`config.mk`:
```
export PLATFORM = sky130hd
export DESIGN_NAME = mem_arb_ctrl
export DESIGN_NICKNAME = d
export VERILOG_FILES = /design/src/rtl/mem_arb_ctrl_pkg.sv /design/src/rtl/mem_arb_ctrl_stall_gen.sv /design/src/rtl/mem_arb_ctrl.sv
export SDC_FILE = /design/constraint.sdc
export NUM_CORES = 1
export LEC_CHECK = 0
export ABC_AREA = 1
export BUFFER_PORTS_ARGS = -buffer_cell sky130_fd_sc_hd__buf_2
export CAP_MARGIN = 30
export CORE_UTILIZATION = 40
export CTS_CLUSTER_DIAMETER = 60
export DETAILED_ROUTE_END_ITERATION = 10
export GPL_TIMING_DRIVEN = 0
export PLACE_DENSITY = 0.71
export SYNTH_ARGS = -nofsm -noshare
export SYNTH_HDL_FRONTEND = slang
export SYNTH_SLANG_ARGS = --single-unit
```
`constraint.sdc`:
```
create_clock -name clk -period 5.8 [get_ports clk]
set_input_delay 1.74 -clock clk [delete_from_list [all_inputs] [get_ports clk]]
set_output_delay 1.74 -clock clk [all_outputs]
set_load 0.05 [all_outputs]
```
`src/rtl/mem_arb_ctrl_pkg.sv`:
```
// Shared types and constants for the memory arbiter / pipeline sequencer.
// State encodings, stall-vector layout and the default access timeout.
package mem_arb_ctrl_pkg;

    typedef enum logic [1:0] {
        ST_IDLE    = 2'd0,
        ST_IF_ACC  = 2'd1,
        ST_MEM_ACC = 2'd2,
        ST_DONE    = 2'd3
    } arb_state_e;

    typedef enum logic {
        SRV_IF  = 1'b0,
        SRV_MEM = 1'b1
    } served_e;

    localparam logic StallNo  = 1'b0;
    localparam logic StallYes = 1'b1;

    localparam int unsigned STALL_PC     = 0;
    localparam int unsigned STALL_IF_ID  = 1;
    localparam int unsigned STALL_ID_EX  = 2;
    localparam int unsigned STALL_EX_MEM = 3;
    localparam int unsigned STALL_MEM_WB = 4;
    localparam int unsigned STALL_WB     = 5;
    localparam int unsigned STALL_W      = STALL_WB + 1;

    // Holds every stage from the PC up to and including stage 'top'.
    function automatic logic [STALL_W-1:0] stall_upto(input int unsigned top);
        logic [STALL_W-1:0] s;
        for (int unsigned i = 0; i < STALL_W; i++) begin
            s[i] = (i <= top) ? StallYes : StallNo;
        end
        return s;
    endfunction

    localparam logic [STALL_W-1:0] STALL_MEM  = stall_upto(STALL_MEM_WB);
    localparam logic [STALL_W-1:0] STALL_EX   = stall_upto(STALL_EX_MEM);
    localparam logic [STALL_W-1:0] STALL_ID   = stall_upto(STALL_ID_EX);
    localparam logic [STALL_W-1:0] STALL_IF   = stall_upto(STALL_IF_ID);
    localparam logic [STALL_W-1:0] STALL_NONE = '0;

    localparam int unsigned MAX_WAIT_DEF = 15;

endpackage

```
`src/rtl/mem_arb_ctrl_stall_gen.sv`:
```
// Combinational priority encoder that merges all hold requests into the
// pipeline stall vector; the oldest blocked stage wins.
module mem_arb_ctrl_stall_gen
    import mem_arb_ctrl_pkg::*;
(
    input  logic               mem_pending_i,
    input  logic               stallreq_ex_i,
    input  logic               stallreq_id_i,
    input  logic               if_pending_i,
    output logic [STALL_W-1:0] stall_o
);

    always_comb begin
        if (mem_pending_i) begin
            stall_o = STALL_MEM;
        end else if (stallreq_ex_i) begin
            stall_o = STALL_EX;
        end else if (stallreq_id_i) begin
            stall_o = STALL_ID;
        end else if (if_pending_i) begin
            stall_o = STALL_IF;
        end else begin
            stall_o = STALL_NONE;
        end
    end

endmodule

```
`src/rtl/mem_arb_ctrl.sv`:
```
// Shared memory-port arbiter between fetch and load/store, with bus timeout,
// and the single source of the pipeline stall vector.
module mem_arb_ctrl
    import mem_arb_ctrl_pkg::*;
#(
    parameter int unsigned ADDR_W   = 32,
    parameter int unsigned DATA_W   = 32,
    parameter int unsigned MAX_WAIT = MAX_WAIT_DEF
) (
    input  logic               clk,
    input  logic               rst_n,

    input  logic               if_req_i,
    input  logic [ADDR_W-1:0]  if_addr_i,
    output logic [DATA_W-1:0]  if_rdata_o,
    output logic               if_ready_o,

    input  logic               mem_req_i,
    input  logic               mem_we_i,
    input  logic [ADDR_W-1:0]  mem_addr_i,
    input  logic [DATA_W-1:0]  mem_wdata_i,
    input  logic [3:0]         mem_sel_i,
    output logic [DATA_W-1:0]  mem_rdata_o,
    output logic               mem_ready_o,

    output logic               bus_req_o,
    output logic               bus_we_o,
    output logic [ADDR_W-1:0]  bus_addr_o,
    output logic [DATA_W-1:0]  bus_wdata_o,
    output logic [3:0]         bus_sel_o,
    input  logic               bus_ack_i,
    input  logic [DATA_W-1:0]  bus_rdata_i,

    input  logic               stallreq_id_i,
    input  logic               stallreq_ex_i,
    output logic [STALL_W-1:0] stall_o,
    output logic               bus_err_o
);

    localparam logic [3:0] MAX_WAIT_C = 4'(MAX_WAIT);

    arb_state_e        state_q, state_d;
    served_e           served_q, served_d;
    logic [3:0]        cnt_q, cnt_d;
    logic [3:0]        cnt_inc;
    logic              bus_req_q, bus_req_d;
    logic              bus_we_q, bus_we_d;
    logic [ADDR_W-1:0] bus_addr_q, bus_addr_d;
    logic [DATA_W-1:0] bus_wdata_q, bus_wdata_d;
    logic [3:0]        bus_sel_q, bus_sel_d;
    logic [DATA_W-1:0] if_rdata_q, if_rdata_d;
    logic [DATA_W-1:0] mem_rdata_q, mem_rdata_d;
    logic              if_ready_q, if_ready_d;
    logic              mem_ready_q, mem_ready_d;
    logic              bus_err_q, bus_err_d;

    assign cnt_inc = cnt_q + 4'd1;

    always_comb begin
        // NOTE: every signal gets a default before the case so no path can
        // leave one unassigned and infer a latch.
        state_d     = state_q;
        served_d    = served_q;
        cnt_d       = cnt_q;
        bus_req_d   = bus_req_q;
        bus_we_d    = bus_we_q;
        bus_addr_d  = bus_addr_q;
        bus_wdata_d = bus_wdata_q;
        bus_sel_d   = bus_sel_q;
        if_rdata_d  = if_rdata_q;
        mem_rdata_d = mem_rdata_q;
        if_ready_d  = 1'b0;
        mem_ready_d = 1'b0;
        bus_err_d   = 1'b0;

        unique case (state_q)
            ST_IDLE: begin
                if (mem_req_i) begin
                    state_d     = ST_MEM_ACC;
                    served_d    = SRV_MEM;
                    bus_req_d   = 1'b1;
                    bus_we_d    = mem_we_i;
                    bus_addr_d  = mem_addr_i;
                    bus_wdata_d = mem_wdata_i;
                    bus_sel_d   = mem_sel_i;
                end else if (if_req_i) begin
                    state_d     = ST_IF_ACC;
                    served_d    = SRV_IF;
                    bus_req_d   = 1'b1;
                    bus_we_d    = 1'b0;
                    bus_addr_d  = if_addr_i;
                    bus_wdata_d = '0;
                    bus_sel_d   = 4'b1111;
                end
            end

            ST_IF_ACC, ST_MEM_ACC: begin
                // Ack is tested first so a late ack still completes normally.
                if (bus_ack_i || cnt_inc == MAX_WAIT_C) begin
                    state_d   = ST_DONE;
                    cnt_d     = '0;
                    bus_req_d = 1'b0;
                    bus_err_d = !bus_ack_i;
                    if (state_q == ST_MEM_ACC) begin
                        mem_rdata_d = bus_ack_i ? bus_rdata_i : '0;
                        mem_ready_d = 1'b1;
                    end else begin
                        if_rdata_d  = bus_ack_i ? bus_rdata_i : '0;
                        if_ready_d  = 1'b1;
                    end
                end else begin
                    cnt_d = cnt_inc;
                end
            end

            ST_DONE: begin
                state_d = ST_IDLE;
            end

            default: begin
                state_d = ST_IDLE;
            end
        endcase
    end

    // NOTE: sequential state uses non-blocking assignments only, so every
    // register samples the values from before this edge.
    always_ff @(posedge clk or negedge rst_n) begin
        if (!rst_n) begin
            state_q     <= ST_IDLE;
            served_q    <= SRV_IF;
            cnt_q       <= '0;
            bus_req_q   <= 1'b0;
            bus_we_q    <= 1'b0;
            bus_addr_q  <= '0;
            bus_wdata_q <= '0;
            bus_sel_q   <= '0;
            if_rdata_q  <= '0;
            mem_rdata_q <= '0;
            if_ready_q  <= 1'b0;
            mem_ready_q <= 1'b0;
            bus_err_q   <= 1'b0;
        end else begin
            state_q     <= state_d;
            served_q    <= served_d;
            cnt_q       <= cnt_d;
            bus_req_q   <= bus_req_d;
            bus_we_q    <= bus_we_d;
            bus_addr_q  <= bus_addr_d;
            bus_wdata_q <= bus_wdata_d;
            bus_sel_q   <= bus_sel_d;
            if_rdata_q  <= if_rdata_d;
            mem_rdata_q <= mem_rdata_d;
            if_ready_q  <= if_ready_d;
            mem_ready_q <= mem_ready_d;
            bus_err_q   <= bus_err_d;
        end
    end

    assign bus_req_o   = bus_req_q;
    assign bus_we_o    = bus_we_q;
    assign bus_addr_o  = bus_addr_q;
    assign bus_wdata_o = bus_wdata_q;
    assign bus_sel_o   = bus_sel_q;
    assign if_rdata_o  = if_rdata_q;
    assign mem_rdata_o = mem_rdata_q;
    assign if_ready_o  = if_ready_q;
    assign mem_ready_o = mem_ready_q;
    assign bus_err_o   = bus_err_q;

    // A request stops stalling in the DONE cycle that answers it.
    logic done_mem, done_if;
    assign done_mem = (state_q == ST_DONE) && (served_q == SRV_MEM);
    assign done_if  = (state_q == ST_DONE) && (served_q == SRV_IF);

    mem_arb_ctrl_stall_gen u_stall_gen (
        .mem_pending_i (mem_req_i && !done_mem),
        .stallreq_ex_i (stallreq_ex_i),
        .stallreq_id_i (stallreq_id_i),
        .if_pending_i  (if_req_i && !done_if),
        .stall_o       (stall_o)
    );

endmodule

```
* Yosys cells after proc, flatten, opt, wreduce, memory -nomap -nowiden
Cells that the tools add are included.
Cells by class: $add $sub $neg 1, multipliers 0, div/mod/pow operators 0, $lt $le $gt $ge 0, equal/unequal tests 6, shift-type cells 0, multiplexer cells 31, bitwise gates (word level) 2, reductions and logical operators 17
Operator list (number):
- 32-bit two-way mux | 5
- 6-bit two-way mux | 3
- 1-bit two-way mux | 14
- 4-bit two-way mux | 3
- 3-bit AND reduction | 3
- 2-bit two-way mux | 4
- 2-bit one-hot mux with 3 select lines | 1
- 4-bit by 1-bit adder with 4-bit output (second input constant) | 1
- 2-bit == test (second input constant) | 2
- 4-bit == test (second input constant) | 1
- 1-bit logical AND | 4
- 2-bit AND reduction | 2
- 2-bit nonzero test | 2
- 1-bit zero test | 3
- 3-bit inequality test (second input constant) | 1
- 2-bit by 1-bit == test with 1-bit output (second input constant) | 1
- 2-bit zero test | 1
- 2-bit inequality test (second input constant) | 1
- 1-bit NOT | 2
- 1-bit one-hot mux with 2 select lines | 1
- 2-bit OR reduction | 1
- 1-bit logical OR | 1
Storage, ports and cells: flip-flop bits (word level) 144, bits in latches 0, memory bits (writable) 0, memory bits (read-only) 0, input port bits 140, output and inout port bits 143, memories 0

* Longest topological paths before layout
Gate-level depths: netlist of run 1.
depth after elaboration 8, gate-level depth with buffers 11, mapped depth without buffers 11

* Hierarchy
From an unflattened synthesis of run 1, not the netlist that was laid out.
Unflattened totals: cell total of the unflattened synthesis 626, area total of the unflattened synthesis 6043.3 um^2
Modules (own cells, without submodules):
- mem_arb_ctrl | times used 1, cells an instance 616, area each 5990.7 um^2, sequential area each 3603.5 um^2
- mem_arb_ctrl_stall_gen | times used 1, cells an instance 10, area each 52.6 um^2, sequential area each 0.0 um^2

* Worst setup path before layout of run 1
Ideal clock, no wire load.
path kind input to output, start point input mem_req_i, end point output stall_o[1], arrival 3.575 ns, required time 4.060 ns, setup slack 0.485 ns, stages on the path 8, buffers on the path 2, cells stage by stage buf_6 > clkinv_2 > a21oi_2 > inv_1 > nand2_1 > or2_2 > or2_1 > buf_4
On the way: cells in the longest elaborated chain, start to end 2
RTL lines:
- from (decl) | line mem_arb_ctrl.sv:18 | input logic mem_req_i,
- 1-bit logical AND | line mem_arb_ctrl.sv:177 | .mem_pending_i (mem_req_i && !done_mem),
- named net u_stall_gen.mem_pending_i | line mem_arb_ctrl_stall_gen.sv:6 | input logic mem_pending_i,
- 6-bit two-way mux | line mem_arb_ctrl_stall_gen.sv:14 | if (mem_pending_i) begin
- to (decl) | line mem_arb_ctrl.sv:36 | output logic [STALL_W-1:0] stall_o,
The timed path passes the listed nets, and every way through them passes these cells.

* Final worst setup path of run 1
Ends and elaborated chain as after synthesis.

==> results of run 1 <==
-- stage by stage --
step	power (W)	hold WS, ns
after floorplan	0.00420	0.470
after global placement	0.00501	0.450
after detailed placement	0.00505	0.453
after CTS	0.00610	0.467
after global routing	0.00639	0.487
final	0.00606	0.464
-- sequential cells by signal (all words and copies together), names as in the netlist --
signal / cells
bus_err_o: 1
mem_ready_o: 1
state_q: 2
bus_addr_o: 32
if_ready_o: 1
bus_wdata_o: 32
mem_rdata_o: 32
if_rdata_o: 32
cnt_q: 4
bus_req_o: 1
bus_sel_o: 4
bus_we_o: 1
served_q: 1
-- worst min-delay path: stages, from the launching register on --
cell and delay, ns:
dfrtp_1 0.33, nand2_1 0.05, nand2_1 0.05
-- power breakdown --
part,switching [W],internal [W]
clock,0.000409,0.000621
sequential,0.000249,0.00146
combinational,0.00254,0.000781
total,0.00319,0.00287
-- path summary, 6_finish.rpt --
| check | startpoint | endpoint | cells past startpoint |
|---|---|---|---|
| setup / recovery | mem_req_i | stall_o[1] | 9 |
| hold / removal | if_rdata_o[24] | if_rdata_o[24] | 2 |
| min in group asynchronous | rst_n | mem_rdata_o[28] | 1 |
| hold reg to reg | if_rdata_o[24] | if_rdata_o[24] | 2 |
| max in group asynchronous | rst_n | cnt_q[1] | 2 |
| setup reg to reg | state_q[0] | mem_rdata_o[17] | 7 |
-- placed cells by master (no fill, tap or decap) --
cell / synthesis / layout
nand3_4: 2 / 2
clkbuf_1: 29 / 31
clkinv_2: 1 / 5
buf_6: 7 / 8
ha_1: 6 / 6
o21ai_1: 1 / 1
a31oi_1: 32 / 32
inv_2: 2 / 2
nand2_2: 10 / 10
nor2_2: 1 / 1
bufinv_16: 0 / 1
dfrtp_1: 144 / 144
clkinv_4: 0 / 2
inv_1: 18 / 18
or2_1: 1 / 1
nand2_4: 1 / 1
or2_2: 1 / 1
nand4_1: 65 / 65
o21ai_0: 5 / 5
conb_1: 1 / 1
nand2_1: 201 / 201
a22o_1: 33 / 33
a21oi_1: 2 / 2
clkbuf_8: 0 / 3
buf_1: 2 / 2
nor3_1: 1 / 1
a21oi_2: 1 / 1
o22a_1: 4 / 4
inv_6: 0 / 1
o22ai_1: 1 / 1
clkinvlp_4: 0 / 1
clkbuf_16: 0 / 17
o21ai_4: 1 / 1
nand3_1: 5 / 5
buf_2: 9 / 288
nor2_1: 34 / 34
buf_4: 4 / 4
buf_16: 0 / 1
-- cell type report --
type	instances	area share (%)
inverter	21	0.965
timing repair buffer	281	17.3
clock buffer	22	5.71
multi-input combinational	409	25.6
clock inverter	9	1.01
buffer	51	3.26
sequential	144	43.4
tap	184	2.77
-- synthesized netlist by cell type, types with 4 or more instances --
master,instances,area share (%)
ha_1,6,1.2
o22a_1,4,0.58
nand3_1,5,0.41
a31oi_1,32,3.3
dfrtp_1,144,59
nor2_1,34,2.1
buf_6,7,1.3
buf_2,9,0.74
nand2_2,10,1.0
nand2_1,201,12
nand4_1,65,6.7
clkbuf_1,29,1.8
inv_1,18,1.1
o21ai_0,5,0.41
a22o_1,33,4.8
buf_4,4,0.49
-- cells by family (layout without fill, tap and decap cells) --
family	count (synthesis)	after routing	synth area share, %
AND/OR/NAND/NOR	322	322	23.8
AO/OA/AOI/OAI	80	80	9.80
flip-flops	144	144	59.3
buffers and inverters	72	384	5.77
adder cells (fa/ha/maj)	6	6	1.24
other	1	1	0.0617
-- metal layers --
layer / part of all wire [%] / wire [µm] / track usage, %
met5: 0 / 0 / 0
met4: 1.8 / 308 / 7.10
met3: 6.0 / 1010 / 5.26
met2: 48 / 7990 / 35.2
met1: 45 / 7480 / 29.3
==> results_dict.tcl, run 1 <==
set metrics [dict create \
    synth-main-ff-cell "dfrtp_1" \
    violations "DRC" \
    ctsLongestPathBuffers 2 \
    wire_per_inst_um 15.0 \
    avgSynthCellArea_um2 9.72 \
    grt_overflow 0 \
    fin_nets 1071 \
    root_buffer "clkbuf_16" \
    wl_um 16800 \
    drc 16 \
    instances_no_fill 1121 \
    slew_viol_final 0 \
    vias_per_cell 5.03 \
    area_growth_pct 36.6 \
    setup_ws_ns 1.06 \
    fmax_mhz 211 \
    ys_ff_latch 144 \
    coreArea_um2 14700 \
    clock_skew_ns 0.00900 \
    cts_buffers 17 \
    hold_buffers 0 \
    syn_inst 625 \
    grt_pass1_wl_um 27400 \
    crit_arrival_ns 3.00 \
    syn_nets 771 \
    first_iter_violations 359 \
    utilization_pct 56.5 \
    die_w_um 125 \
    htreeDepth 4 \
    register_area_um2 3600 \
    ant_nets 0 \
    postCtsSetupBuffers 0 \
    cts.repair.resized 0 \
    grt_use_total_pct 21.9 \
    initial_core_util_pct 41.3 \
    first_pass_iters 8 \
    floorplan.rows 44 \
    tightestPinTransition_ns 0.509 \
    multi_input_area_um2 2120 \
    rrSetupSlack_ns 3.89 \
    dieHeight_um 125 \
    slew-limit-headroom_pct 66.1 \
    cts_tree "done" \
    required_ns 4.06 \
    fin_area_um2 8300 \
    cap_violations 0 \
    yosys_warnings 0 \
    finalSetupTns_ns 0 \
    clock_latency_ns 0.41 \
    worst_setup_path_end_kind "primary output" \
    numPortBuffers 280 \
    crit_family "buffers and inverters" \
    dp_slack_ns 1.06 \
    min_path_type "flop to flop" \
    nFillCells 1360 \
    cellPowerDensity_nw_per_um2 730 \
    crit_path_cell_trace "buf_6 -> clkinv_2 -> a21oi_2 -> inv_1 -> nand2_1 -> or2_2 -> or2_1 -> buf_4 -> buf_2" \
    async_reset_ff_share_pct 100 \
    synth_edf_count 0 \
    gp_congestion 0.841 \
    antenna_found_initial 0 \
    dp.cells 1090 \
    num_vias 5641 \
    path_buf_inv 5 \
    dieArea_um2 15700 \
    crit_slowest_cell "or2_2" \
    crit_fanout 9 \
    p_leak_nw 4.51 \
    clk_pin_slew_worst_paths_ns 0.05 \
    grt_pass1_vias 5492 \
    syn_area_um2 6070 \
    finalCritPeriodShare_pct 81.7 \
    grt_max_degree 99 \
    hpwl_um 12600 \
    ir_drop_mv 0.333 \
    drive_gt1_share_pct 37.4 \
    ys_seq_area_share_pct 59.3 \
    status "finished with violations" \
    cp_slowest_stage_delay_ns 0.28 \
    post-route-min-period_ns 4.74 \
    crit_type "input port to primary output" \
    rsz0062_at_grt "no" \
    cts_num_sinks 144 \
    synth.distinct_cells 31 \
    hold_violations 0 \
    n_antenna_cell 0 \
    start_kind "input port" \
    placed_area_um2 7740 \
    num_io_pins 283 \
    setup_viol 0 \
]
No activity file was read; power rests on OpenSTA's default activity.
==> run 2: changes to the inputs <==
==> constraint.sdc (replaced) <==
create_clock -name clk -period 4.5 [get_ports clk]
set_input_delay 1.35 -clock clk [delete_from_list [all_inputs] [get_ports clk]]
set_output_delay 1.35 -clock clk [all_outputs]
set_load 0.05 [all_outputs]
==> results_dict.tcl, run 2 (same netlist as run 1, synthesis figures left out) <==
set metrics [dict create \
    cts_num_sinks 144 \
    crit_fanout 9 \
    grt_pass1_vias 5402 \
    p_sw_w 0.00414 \
    cts_buffers 17 \
    dieArea_um2 15700 \
    ctsLongestPathBuffers 2 \
    num_vias 5672 \
    clock_latency_ns 0.41 \
    share_seq_of_total_power_pct 27.5 \
    crit_type "input port to primary output" \
    most-common-layout-cells "288 x buf_2, 201 x nand2_1, 144 x dfrtp_1" \
    required_ns 3.15 \
    setup_viol 0 \
    initial_core_util_pct 41.3 \
    power.internal_w 0.00385 \
    clk_pin_slew_worst_paths_ns 0.06 \
    tightestPinTransition_ns 0.759 \
    wire_per_inst_um 15.2 \
    p_leak_nw 4.54 \
    cp_slowest_stage_delay_ns 0.28 \
    vias_per_cell 5.06 \
    die_w_um 125 \
    fin_nets 1071 \
    violations "DRC" \
    hold_buffers 0 \
    grt_use_total_pct 22.1 \
    num_io_pins 283 \
    first_iter_violations 361 \
    post-route-min-period_ns 3.95 \
    crit_slowest_cell "or2_2" \
    slew-limit-headroom_pct 49.4 \
    antenna_found_initial 0 \
    grt_max_degree 82 \
    utilization_pct 57.0 \
    rsz0062_at_grt "no" \
    cts_tree "done" \
    status "finished with violations" \
    p_sw_share_pct 51.8 \
    cts.repair.resized 0 \
    ir_drop_mv 0.476 \
    hold_violations 0 \
    slew_viol_final 0 \
    postCtsSetupBuffers 0 \
    clock_skew_ns 0.0106 \
    numPortBuffers 280 \
    worst_setup_path_end_kind "primary output" \
    root_buffer "clkbuf_16" \
    finalCritPeriodShare_pct 87.9 \
    hpwl_um 12700 \
    gp_congestion 0.845 \
    start_kind "input port" \
    htreeDepth 4 \
    fmax_mhz 253 \
    grt_pass1_wl_um 27300 \
    wl_um 17000 \
    layout_commonest_cell "buf_2" \
    cap_violations 0 \
    min_path_type "flop to flop" \
    comb_power_share_pct 53.7 \
    crit_path_cell_trace "buf_6 -> clkinv_2 -> a21oi_2 -> inv_1 -> nand2_1 -> or2_2 -> or2_4 -> buf_4 -> buf_2" \
    ant_nets 0 \
    first_pass_iters 8 \
    crit_arrival_ns 2.60 \
    cellPowerDensity_nw_per_um2 954 \
    drc 16 \
    area_growth_pct 37.9 \
    floorplan.rows 44 \
    n_antenna_cell 0 \
    dieHeight_um 125 \
    nFillCells 1337 \
    drive_gt1_share_pct 37.7 \
    grt_overflow 0 \
    coreArea_um2 14700 \
    finalSetupTns_ns 0 \
    power.share.clock_pct 18.8 \
]
[run 2: changes by cell type in the layout (fill, tap and decap cells not counted)]
cell        change
clkinvlp_4      +2
bufinv_16       +3
clkbuf_8        -1
or2_4           +1
clkinv_4        +1
or2_1           -1
clkinv_2        -3
clkbuf_1        -2
[run 2: power groups by stage]
stage	combinational (W)	clock, W	sequential (W)
5_1_grt	0.00456	0.00159	0.00227
4_1_cts	0.00431	0.00154	0.00220
2_1_floorplan	0.00128	0	0.00413
3_5_place_dp	0.00432	0	0.00221
6_report	0.00429	0.00150	0.00220
3_3_place_gp	0.00426	0	0.00220
[run 2: worst paths after layout]
kind	from	end	slack, ns	cells after the start
setup reg to reg	state_q[0]	mem_rdata_o[15]	2.58	7
max in group asynchronous	rst_n	bus_addr_o[25]	2.77	2
hold / removal	if_rdata_o[11]	if_rdata_o[11]	0.46	2
setup / recovery	mem_req_i	stall_o[1]	0.55	9
min in group asynchronous	rst_n	mem_rdata_o[25]	0.97	1
hold reg to reg	if_rdata_o[11]	if_rdata_o[11]	0.46	2
[run 2: area by class of cell]
class | instances | area (µm²) | share of cell area, %
sequential | 144 | 3600 | 43.0
multi-input combinational | 409 | 2120 | 25.3
timing repair buffer | 281 | 1440 | 17.1
clock buffer | 19 | 453 | 5.41
buffer | 51 | 270 | 3.23
tap | 184 | 230 | 2.75
clock inverter | 12 | 183 | 2.18
inverter | 21 | 80.1 | 0.956
[run 2: critical path, delay by kind of cell]
kind | cells | cell delay (ns)
buf+inv | 5 | 0.62
simple gates | 3 | 0.56
compound gates | 1 | 0.06
[run 2: layer usage]
| layer | track usage, % | routed length (µm) | up-vias |
|---|---|---|---|
| li1 | - | - | 2733 |
| met1 | 29.6 | 7740 | 2700 |
| met2 | 34.8 | 7930 | 210 |
| met3 | 4.71 | 975 | 29 |
| met4 | 9.11 | 374 | 0 |
| met5 | 0 | 0 | - |
[run 2: per-stage QoR]
stage / hold WS (ns) / setup WS, ns / cell area, µm² / power, W / std cells
final: 0.463 / 0.545 / 8380 / 0.00799 / 1121
after CTS: 0.468 / 0.529 / 8380 / 0.00805 / 1121
after floorplan: 0.470 / 0.135 / 6080 / 0.00541 / 625
after detailed placement: 0.454 / 0.533 / 7740 / 0.00652 / 1090
after global routing: 0.483 / 0.462 / 8380 / 0.00843 / 1121
after global placement: 0.449 / 0.0150 / 7710 / 0.00646 / 1089
